==> config.mk <==
export PLATFORM = sky130hd
export DESIGN_NAME = multi_pulse_sync
export DESIGN_NICKNAME = d
export VERILOG_FILES = /design/src/rtl/multi_pulse_sync.sv
export SDC_FILE = /design/constraint.sdc
export NUM_CORES = 1
export LEC_CHECK = 0
export CORE_ASPECT_RATIO = 1.5
export CORE_UTILIZATION = 50
export DETAILED_ROUTE_END_ITERATION = 8
export HOLD_SLACK_MARGIN = 0.12
export PLACE_DENSITY = 0.78
export SKIP_CTS_REPAIR_TIMING = 1
export SLEW_MARGIN = 10
export SYNTH_ARGS = -nofsm -noshare
export SYNTH_HDL_FRONTEND = slang
export SYNTH_SLANG_ARGS = --single-unit
==> constraint.sdc <==
create_clock -name CLK -period 3.7 [get_ports CLK]
set_input_delay 0.555 -clock CLK [delete_from_list [all_inputs] [get_ports CLK]]
set_output_delay 0.555 -clock CLK [all_outputs]
set_load 0.01 [all_outputs]
==> src/rtl/multi_pulse_sync.sv <==
// multi_pulse_sync: synchronize, debounce and edge-detect CH async inputs with saturating event counters (MPS_PEND_EN adds sticky pending bits)
module multi_pulse_sync #(
  parameter int CH   = 4,
  parameter int SYNC = 3,
  parameter int FILT = 4,
  parameter int CNTW = 8
) (
  input  logic              CLK,
  input  logic              RST,
  input  logic [CH-1:0]     SIG_I,
  input  logic [2*CH-1:0]   EDGE_SEL,
  input  logic              CNT_CLR,
  output logic [CH-1:0]     LVL_O,
  output logic [CH-1:0]     SIG_O,
  output logic [CH*CNTW-1:0] CNT_O,
  output logic [CH-1:0]     OVF_O
`ifdef MPS_PEND_EN
  ,
  input  logic [CH-1:0]     PEND_CLR,
  output logic [CH-1:0]     PEND_O
`endif
);
  localparam int FW = $clog2(FILT + 1);
  logic [CH-1:0] sync_q [SYNC];
  logic [CH-1:0] sync_d [SYNC];
  logic [FW-1:0] fcnt_q [CH];
  logic [FW-1:0] fcnt_d [CH];
  logic [CNTW-1:0] cnt_q [CH];
  logic [CNTW-1:0] cnt_d [CH];
  logic [CH-1:0] lvl_q, lvl_d, sig_q, sig_d, ovf_q, ovf_d, s, tr, sat;
  always_comb begin
    sync_d[0] = SIG_I;
    for (int k = 1; k < SYNC; k++) sync_d[k] = sync_q[k-1];
    s = sync_q[SYNC-1];
    fcnt_d = fcnt_q;
    cnt_d = cnt_q;
    lvl_d = lvl_q;
    sig_d = '0;
    ovf_d = ovf_q;
    tr = '0;
    sat = '0;
    for (int i = 0; i < CH; i++) begin
      tr[i] = s[i] != lvl_q[i] && fcnt_q[i] == FW'(FILT - 1);
      fcnt_d[i] = (s[i] == lvl_q[i] || tr[i]) ? '0 : fcnt_q[i] + 1'b1;
      lvl_d[i] = tr[i] ? s[i] : lvl_q[i];
      sig_d[i] = tr[i] && (s[i] ? EDGE_SEL[2*i] : EDGE_SEL[2*i+1]);
      sat[i] = cnt_q[i] == '1;
      // a clear coinciding with an event leaves that event counted
      cnt_d[i] = CNT_CLR ? CNTW'(sig_d[i]) : (sig_d[i] && !sat[i]) ? cnt_q[i] + 1'b1 : cnt_q[i];
      ovf_d[i] = !CNT_CLR && (ovf_q[i] || (sig_d[i] && sat[i]));
    end
  end
  always_ff @(posedge CLK) begin
    if (RST) begin
      sync_q <= '{default: '0};
      fcnt_q <= '{default: '0};
      cnt_q  <= '{default: '0};
      lvl_q  <= '0;
      sig_q  <= '0;
      ovf_q  <= '0;
    end else begin
      sync_q <= sync_d;
      fcnt_q <= fcnt_d;
      cnt_q  <= cnt_d;
      lvl_q  <= lvl_d;
      sig_q  <= sig_d;
      ovf_q  <= ovf_d;
    end
  end
  assign LVL_O = lvl_q;
  assign SIG_O = sig_q;
  assign OVF_O = ovf_q;
  for (genvar g = 0; g < CH; g++) begin : g_cnt
    assign CNT_O[CNTW*g +: CNTW] = cnt_q[g];
  end
`ifdef MPS_PEND_EN
  logic [CH-1:0] pend_q, pend_d;
  always_comb pend_d = sig_d | (pend_q & ~PEND_CLR);
  always_ff @(posedge CLK) begin
    if (RST) pend_q <= '0;
    else pend_q <= pend_d;
  end
  assign PEND_O = pend_q;
`endif
endmodule

==> results.cfg <==
[yosys]
ys.flop_type = dfxtp_1
synthArstFlopShare_pct = 0
ys_seq_area_share_pct = 46.4
yosys_warnings = 0
ys_ff_latch = 68
synth_edf_count = 0
syn_nets = 338
yosys.cell_types.count = 51
syn_area_per_cell_sq_um = 9.43
syn_inst = 311
syn_area_sq_mm = 0.00293

[route]
wl_per_cell_um = 13.7
viasPerCell = 5.74
first_iter_violations = 119
drc = 0
vias = 2556
ant_nets = 0
dr.pass1.iters = 4
wirelength_mm = 6.08

[worst_setup_path]
crit_path_start = RST
cp-end-kind = flip-flop
path_max_fanout = 29
r2r_cells = 6
r2r_start = fcnt_q[3]
cp-start-kind = input pin
rr_endpoint = CNT_O[22]
arrival_ps = 2230
r2r_setup_slack_ps = 1730
critical_path_class = input pin to flip-flop
critPathRequiredTime_ps = 3940

[sta]
relSlewSlack_pct = 55.5
finalSetupTns_ps = 0
rsz0062_at_grt = no
finalHoldViolations = 0
min_period_ps = 1990
skew_ps = 8.54
fin_crit_sh_pct = 53.8
setup_violations = 0
worst_pin_slew_ps = 665
clock.fmax_ghz = 0.502
slew_violations = 0

[flow_run]
cap_violations = 0

[clock_network]
cts_buffer_depth = 2
cts_root_buf = clkbuf_8
clkLatencyLatePin_ps = 340
cts_tree = yes
cts_num_sinks = 68
htree_levels = 3
path_clk_slew_ps = 70
numCtsBuffers = 9

[pwr]
p_per_area_mw_per_mm2 = 372
ir_drop_v = 0.000321
p_leak_nw = 1.27

[place]
gp_congestion = 0.793
dp_hpwl_mm = 4.24
io_buffers = 58

[die]
num_io_pins = 59
die_area_sq_mm = 0.00618
core_sq_mm = 0.00557
num_rows = 33
die_h_um = 95.8
fp.dieW_um = 64.5
start_util_pct = 52.6

[finish]
final_core_util_pct = 67.3
final_nets = 397
layout_common_cells = dfxtp_1, clkdlybuf4s50_1, nor2_1
n_antenna_cell = 0
drive_gt1_share_pct = 5.60
area_delta_synth_final_pct = 28.0
mostFrequentLayoutCell = dfxtp_1

[hold_path]
min-delay-start = fcnt_q[0]
holdCritPathClass = flip-flop to flip-flop
hold-path-endpoint = fcnt_q[0]
hold_depth = 1

[global_route]
grt-ovfl-total = 0
grt_max_degree = 30
grt_pass1_wl_mm = 10.0
first_global_vias = 2314
antenna_found_initial = 0
grt_usage_pct = 21.0

[outcome]
outcome = finished clean
==> area by class of cell <==
cell class,instances,area (sq um)
multi-input cells,218,1470
inverters,14,52.6
repair buffers,59,588
clock buffers,13,149
clock inverters,3,46.3
flip-flops and latches,68,1360
well taps,70,87.6
fillers,457,1820
==> cell usage after synthesis (3+ instances only) <==
master	instances	area share [%]
dfxtp_1	68	46
nor2_1	33	4.2
a21oi_1	19	3.2
inv_1	14	1.8
nand3_1	14	2.4
nand2_1	13	1.7
ha_1	12	5.1
nor2b_1	12	2.6
clkbuf_1	8	1.0
mux2i_1	7	2.4
o41ai_1	7	2.1
or4_1	7	1.8
xnor2_1	7	2.1
and4_1	6	1.8
nand4_1	6	1.3
or3_1	6	1.3
and4b_1	5	1.7
nand4b_1	5	1.5
o21ai_0	5	0.85
a211oi_1	4	1.0
and3_1	4	0.85
nor3_1	4	0.68
o31ai_1	4	1.0
a31o_2	3	0.90
a31oi_1	3	0.64
o21a_1	3	0.77
==> stage by stage <==
step | std cells | power (mW) | cell area, sq um | worst slack [ps] | hold slack (ps)
after floorplan | 311 | 0.784 | 2930 | 2000 | 399
after global placement | 429 | 0.809 | 3560 | 1380 | 407
after detailed placement | 429 | 0.810 | 3560 | 1340 | 416
after CTS | 445 | 1.41 | 3750 | 1710 | 427
after global routing | 445 | 1.44 | 3750 | 1560 | 443
final | 445 | 1.39 | 3750 | 1710 | 424
==> state kept, by name, summed over array words and instances, names as in the netlist <==
register	cells
sync_d	8
s	4
OVF_O	4
LVL_O	4
SIG_O	4
fcnt_q	12
CNT_O	32
==> cells by family (layout without fill, tap and decap cells) <==
group,Yosys count,in the layout,synth area share (%)
AOI/OAI and AO/OA,66,66,15.7
xor gates and xnor gates,7,7,2.09
adders and majority gates,12,12,5.12
buffers and inverters,25,89,3.54
DFF,68,68,46.4
muxes,7,7,2.39
and+or+nand+nor,126,126,24.7
==> how the worst max path moves through the flow <==
| stage | cells after the start | slack [ps] | endpoint |
|---|---|---|---|
| after floorplan | 7 | 2000 | CNT_O[13] |
| after detailed placement | 3 | 1340 | CNT_O[19] |
| after global routing | 3 | 1560 | CNT_O[29] |
| after global placement | 4 | 1380 | CNT_O[22] |
| after CTS | 3 | 1710 | CNT_O[19] |
| final | 3 | 1710 | CNT_O[19] |
==> worst max-delay path, cell delays in order <==
cell and delay, ps:
clkdlybuf4s50_1 640, or2_2 630, o41ai_1 400
==> where the power goes <==
part | total [mW] | switching, mW | internal, mW
logic | 0.0475 | 0.0216 | 0.0260
registers | 0.745 | 0.00565 | 0.740
clock network | 0.601 | 0.269 | 0.332
==> layer usage <==
| metal | share of wire [%] | GRT usage [%] | vias up | routed length, um |
|---|---|---|---|---|
| met5 | 0 | 0 | - | 0 |
| met4 | 2.0 | 12.8 | 0 | 122 |
| met3 | 3.8 | 4.03 | 9 | 232 |
| met2 | 52 | 37.5 | 68 | 3140 |
| met1 | 42 | 22.8 | 1204 | 2580 |
| li1 | - | - | 1275 | - |
Power figures use the tool's default switching activity.
